`src/rtl/xor_pkg.sv`:
```
// Shared definitions for the xor_unit_n stream engine.
// Holds the operating-mode encoding carried with every accepted word.
package xor_pkg;

  typedef enum logic [1:0] {
    XOR_BITWISE = 2'b00,
    XOR_ACCUM   = 2'b01,
    XOR_PARITY  = 2'b10,
    XOR_LOAD    = 2'b11
  } xor_mode_e;

endpackage

```
`src/rtl/xor_unit_n.sv`:
```
// WIDTH-bit XOR stream engine: bitwise XOR, running checksum, parity and load.
// Uses valid/ready on both sides, with one registered output stage.
module xor_unit_n
  import xor_pkg::*;
#(
  parameter int WIDTH = 4,
  parameter int CNT_W = 8
) (
  input  logic             clk_i,
  input  logic             rst_i,
  input  logic             valid_i,
  output logic             ready_o,
  input  xor_mode_e        mode_i,
  input  logic [WIDTH-1:0] a_i,
  input  logic [WIDTH-1:0] b_i,
  input  logic             clear_i,
  output logic             valid_o,
  input  logic             ready_i,
  output logic [WIDTH-1:0] s_o,
  output logic             parity_o,
  output logic [CNT_W-1:0] cnt_o
);

  localparam logic [CNT_W-1:0] CNT_MAX = '1;

  logic             valid_q, valid_d;
  logic [WIDTH-1:0] s_q, s_d;
  logic             parity_q, parity_d;
  logic [WIDTH-1:0] acc_q, acc_d;
  logic [CNT_W-1:0] cnt_q, cnt_d;

  logic             accept;
  logic [WIDTH-1:0] x;
  logic [WIDTH-1:0] acc_base;
  logic [CNT_W-1:0] cnt_base;

  // The stage can take a word when it is empty or is being drained this cycle.
  assign ready_o = !valid_q || ready_i;
  assign accept  = valid_i && ready_o;
  assign x       = a_i ^ b_i;

  // Clear acts before the accepted word is folded in.
  assign acc_base = clear_i ? '0 : acc_q;
  assign cnt_base = clear_i ? '0 : cnt_q;

  always_comb begin
    // NOTE: every signal gets a default first so no path leaves it unassigned (no latches).
    valid_d  = valid_q;
    s_d      = s_q;
    parity_d = parity_q;
    acc_d    = acc_base;
    cnt_d    = cnt_base;

    if (accept) begin
      valid_d = 1'b1;
      unique case (mode_i)
        XOR_BITWISE: s_d = x;
        XOR_ACCUM: begin
          acc_d = acc_base ^ x;
          s_d   = acc_base ^ x;
          cnt_d = (cnt_base == CNT_MAX) ? cnt_base : cnt_base + 1'b1;
        end
        XOR_PARITY: begin
          s_d    = '0;
          s_d[0] = ^x;
        end
        XOR_LOAD: begin
          acc_d = x;
          s_d   = x;
          cnt_d = CNT_W'(1);
        end
      endcase
      parity_d = ^s_d;
    end else if (ready_i) begin
      valid_d = 1'b0;
    end
  end

  // NOTE: sequential state uses non-blocking assignments only.
  always_ff @(posedge clk_i) begin
    if (rst_i) begin
      valid_q  <= 1'b0;
      s_q      <= '0;
      parity_q <= 1'b0;
      acc_q    <= '0;
      cnt_q    <= '0;
    end else begin
      valid_q  <= valid_d;
      s_q      <= s_d;
      parity_q <= parity_d;
      acc_q    <= acc_d;
      cnt_q    <= cnt_d;
    end
  end

  assign valid_o  = valid_q;
  assign s_o      = s_q;
  assign parity_o = parity_q;
  assign cnt_o    = cnt_q;

endmodule

```
`config.mk`:
```
export PLATFORM = sky130hd
export DESIGN_NAME = xor_unit_n
export DESIGN_NICKNAME = d
export VERILOG_FILES = /design/src/rtl/xor_pkg.sv /design/src/rtl/xor_unit_n.sv
export SDC_FILE = /design/constraint.sdc
export NUM_CORES = 1
export LEC_CHECK = 0
export CORE_AREA = 2 2 59 61
export CTS_CLUSTER_DIAMETER = 100
export CTS_CLUSTER_SIZE = 24
export DETAILED_ROUTE_END_ITERATION = 10
export DIE_AREA = 0 0 61 63
export MAX_ROUTING_LAYER = met4
export SKIP_CTS_REPAIR_TIMING = 1
export SLEW_MARGIN = 40
export SYNTH_ARGS = -nofsm -noshare
export SYNTH_HDL_FRONTEND = slang
export SYNTH_SLANG_ARGS = --single-unit
export TNS_END_PERCENT = 1
```
`constraint.sdc`:
```
create_clock -name clk_i -period 5.2 [get_ports clk_i]
set_clock_uncertainty 0.1 [all_clocks]
set_input_delay 0.52 -clock clk_i [delete_from_list [all_inputs] [get_ports clk_i]]
set_output_delay 0.52 -clock clk_i [all_outputs]
set_load 0.02 [all_outputs]
```
== Word-level counts from Yosys, hierarchy flattened ==
Cells that the tools add are included.
Storage, ports and cells
  register bits after elaboration: 18
  output and inout port bits: 15
  word-level logic and storage cells: 31
Operators by class
  add/subtract/negate cells: 1
  eq/ne operators: 4
  muxes and demuxes: 11
  bitwise gates (word level): 2
  reductions and logical operators: 8
Operators with widths (number)
  $mux 8: 3
  $pmux 8 s2: 1
  $mux 4: 3
  $pmux 4 s3: 1
  $add 8x1->8 const B: 1
  $eq 8x8->1 const B: 1
  $pmux 4 s2: 1
  $reduce_xor 4->1: 2
  $xor 4x4->4: 2
  $eq 2x2->1 const B: 2
  $eq 2x1->1 const B: 1
  $logic_not 2->1: 1
  $mux 1: 2
  $reduce_bool 2->1: 1
  $reduce_or 2->1: 1
  $logic_and 1x1->1: 1
  $logic_not 1->1: 1
  $logic_or 1x1->1: 1

== Longest topological paths before layout ==
  depth in word-level cells: 5
  depth in mapped cells: 9
  mapped depth without buffers: 8

== Worst setup path after synthesis ==
No wires, ideal clock.
  path kind: input -> register
  from: input port mode_i[1]
  to: register parity_q, in the netlist parity_o
  setup time: 79 ps
  data arrival time: 1927 ps
  required time: 5021 ps
  slack: 3094 ps
  cell stages on the path: 9
  path through: inv_1 -> ha_1 -> clkbuf_1 -> nor2b_1 -> and2b_4 -> a21oi_2 -> xnor3_1 -> nand2b_4 -> a211oi_2
Between the ends
  word-level cells in the longest chain between the ends: 5
  elaborated cells between the ends (all ways): 8
Ends and longest elaborated chain
  from (decl): line xor_unit_n.sv:13  | input xor_mode_e mode_i,
  $eq 2x2->1 / $logic_not 2->1 (equally long branches): line xor_unit_n.sv:56  | unique case (mode_i)
  $reduce_or 2->1 (no line)
  $pmux 4 s3 *: line xor_unit_n.sv:56
  $mux 4 *: line xor_unit_n.sv:54  | if (accept) begin
  $reduce_xor 4->1 *: line xor_unit_n.sv:73  | parity_d = ^s_d;
  to (signal assigned): line xor_unit_n.sv:90  | parity_q <= parity_d;
  to (decl): line xor_unit_n.sv:28  | logic parity_q, parity_d;
Every way passes the cells marked *; elsewhere a longest branch is shown, timed or not. The select of a mux whose other input is x is not followed.
A chain may end at the register's enable or synchronous reset.

== Worst setup path in the final report ==
  from: input port mode_i[0]
  to: register parity_q, in the netlist parity_o
The elaborated chain is that of the path after synthesis.

==> reports/qor.csv <==
stage;metric;value;unit
layout;signed area change from the synthesized netlist to the final layout;28.5;%
hold_path;classification of the worst-slack hold path;reg2reg;
grt;largest net degree at the start of global routing;22;
grt;total global routing track utilization;0.158;
place;count of port buffers added during placement;29;
clock_tree;insertion delay of the later-clocked pin in the worst-skew pair;0.29;ns
power_and_ir_drop;relative contribution of the clock network to total power;0.217;
logic_synthesis;syn_nets;158;
clock_tree;clock root buffer master;sky130_fd_sc_hd__clkbuf_4;
floorplan;Die X;61;um
sta;setup violators final;0;
sta;minimum clock period after layout;2.66;ns
power_and_ir_drop;sequential power share;0.465;
logic_synthesis;Synthesis Warnings;0;
grt;via count of the first global-routing pass;999;
critical_path;data arrival time of the critical path;2.76;ns
place;Cell Count Post-Placement;208;
power_and_ir_drop;leakage power summed over all cells;0.561;nW
critical_path;category of the worst setup path launch point;input pin;
critical_path;Worst path slowest cell;sky130_fd_sc_hd__ha_1;
sta;aggregate negative setup slack;0;ns
logic_synthesis;area of the mapped netlist;1190;um^2
grt;met1 global-route usage;0.210;
power_and_ir_drop;Comb pwr share;0.318;
floorplan;Die Span Y;63;um
drt;routed via count;1117;
power_and_ir_drop;internal power summed over all cells;0.223;mW
sta;final setup slack of the worst path;2.54;ns
critical_path;critical path data required time;5.30;ns
place;RePlAce Congestion;0.848;
layout;number of antenna cells inserted;0;
floorplan;total I/O pin count;30;
logic_synthesis;number of flops mapped to enable cells by yosys;0;
drt;DRT iter0 DRCs;61;
sta;Final period util;0.512;
layout;post-route design area;1530;um^2
place;half-perimeter wire length after detailed placement;2060;um
logic_synthesis;fraction of synthesis flops using an asynchronous set or reset pin;0;
power_and_ir_drop;switching part of the total power;0.299;
layout;net count of the finished layout;185;
grt;most congested layer reported by global routing;met2;
critical_path;worst-path maximum fanout;17;
layout;fillers;325;
critical_path;type of element capturing the critical path;flip-flop;
grt;met3 global-route usage;0.0186;
clock_tree;number of H-tree branching levels;1;
logic_synthesis;post-synthesis sequential element count;18;
sta;count of endpoints failing hold in the final timing report;0;
logic_synthesis;Post-Syn Area per Cell;8.50;um^2
floorplan;core footprint;3230;um^2
critical_path;maximum single-stage delay on the critical path;0.56;ns
clock_tree;TritonCTS clock tree;done;
drt;antenna-violating nets left;0;
drt;routed wire length;2700;um
power_and_ir_drop;power density cells;208;nW/um^2
floorplan;Site Rows;21;
power_and_ir_drop;net switching component of the power;0.0951;mW
logic_synthesis;dominant register cell in the synthesized netlist;sky130_fd_sc_hd__dfxtp_1;
drt;wire per inst;12.8;um
grt;Congestion Overflow GR;0;
floorplan;Die ar.;3840;um^2
logic_synthesis;post-synthesis cell type count;45;
logic_synthesis;Syn Inst Count;140;
power_and_ir_drop;highest ir drop seen on vdd;0.0000883;V
run;max-capacitance violation count;0;
sta;worst rel slew slack;0.487;
grt;first-pass GRT wire length;4610;um
sta;slew at the pin with the worst max-slew slack;0.769;ns
layout;fraction of final layout cells with drive strength greater than 1;0.0788;
sta;final-report max-slew violation count;0;
floorplan;initial cell density of the core;0.368;
layout;number of non-filler instances in the completed layout;211;
grt;antenna violations before repair;0;
clock_tree;CTS max path bufs;2;
logic_synthesis;register area share after synthesis;0.303;
place;placed inst area;1510;um^2
drt;vias per cell;5.29;
place;worst slack, placed;2.24;ns
grt;met2 capacity usage during global routing;0.243;
sta;setup repair after global routing missed its margin;false;
clock_tree;Clk pin slew, worst setup/hold paths;0.09;ns
drt;remaining routing DRC violations;0;
clock_tree;number of sinks on the clock net;18;
clock_tree;number of buffers inserted during clock tree synthesis;3;
run_status;result of the run;finished, final reports clean;
drt;DR pass1 iterations;5;
critical_path;cell breakdown of the critical path;clkdlybuf4s50_1, ha_1, nor2b_1, and2b_4, a21oi_2, xnor3_1, nand2b_4, a211oi_2;
sta;fmax;376;MHz
critical_path;Worst Path Class, Setup;in2reg;
==> Yosys cell counts (all sizes together), types with 4 or more instances <==
master / count / area, um^2
xor2: 6 / 60.1
nand2: 12 / 45.0
nor2b: 10 / 62.6
a21oi: 11 / 58.8
dfxtp: 18 / 360
clkbuf: 4 / 15.0
nor2: 10 / 37.5
xnor2: 5 / 62.6
a211oi: 5 / 42.5
inv: 5 / 18.8
nor3: 5 / 25.0
o21ai: 5 / 25.0
==> sequential cells by signal, indices dropped and copies added, names as in the netlist <==
signal and flops:
valid_o 1, acc_q 4, cnt_o 8, parity_o 1, s_o 4
==> power by group through the flow <==
stage          sequential [mW]  clock [mW]  combinational [mW]
5_1_grt                  0.149      0.0788               0.111
4_1_cts                  0.148      0.0724               0.102
3_3_place_gp             0.151           0               0.101
3_5_place_dp             0.151           0               0.102
6_report                 0.148      0.0689               0.101
2_1_floorplan            0.157           0              0.0622
==> final cells by class <==
type / count / area, um^2 / area share
Sequential cell: 18 / 360 / 0.236
Tap cell: 46 / 57.6 / 0.0376
Inverter: 5 / 18.8 / 0.0123
Multi-Input combinational cell: 110 / 779 / 0.510
Clock buffer: 3 / 22.5 / 0.0147
Timing Repair Buffer: 29 / 290 / 0.190
==> worst paths after layout <==
check / to / slack (ns) / from / cells after the start
worst max-delay path: parity_o$_SDFFE_PP0P_ / 2.54 / mode_i[0] / 8
worst min-delay path: s_o[3]$_SDFFE_PP0P_ / 0.41 / s_o[3]$_SDFFE_PP0P_ / 2
worst max register to register: acc_q[3]$_SDFF_PP0_ / 2.98 / valid_o$_SDFFE_PP0P_ / 5
worst min register to register: s_o[3]$_SDFFE_PP0P_ / 0.41 / s_o[3]$_SDFFE_PP0P_ / 2
==> logic make-up after synthesis <==
family,after synthesis,synth area share
simple gates,56,0.258
compound gates,35,0.209
mux,4,0.0347
flops,18,0.303
buf+inv,12,0.0421
fa+ha+maj,3,0.0315
xor+xnor,12,0.122
==> per-stage QoR <==
stage	util	power, mW	hold slack (ns)
3_3_place_gp	0.466	0.252	0.390
2_1_floorplan	-	0.219	0.471
4_1_cts	0.473	0.322	0.407
5_1_grt	0.473	0.338	0.442
3_5_place_dp	0.466	0.253	0.394
6_report	0.473	0.318	0.405
==> placed cells by master (no fill, tap or decap), drive strengths merged, types with 5 or more instances in the layout <==
cell type      instances
xnor2                  5
o21ai                  5
a21oi                 11
nor2                  10
a211oi                 5
nor2b                 10
inv                    5
dfxtp                 18
xor2                   6
nand2                 12
nor3                   5
clkdlybuf4s50         29
==> worst max-delay path, delay by kind of cell <==
kind / cells / cell delay (ns)
fa+ha+maj: 1 / 0.56
compound gates: 2 / 0.32
buf+inv: 1 / 0.50
simple gates: 3 / 0.51
xor+xnor: 1 / 0.34
==> routing by layer <==
| metal | wire (um) | vias to the layer above |
|---|---|---|
| met5 | 0 | - |
| met4 | 44 | 0 |
| met3 | 132 | 6 |
| met2 | 1270 | 38 |
| met1 | 1260 | 515 |
| li1 | - | 558 |
Power figures use the tool's default switching activity.
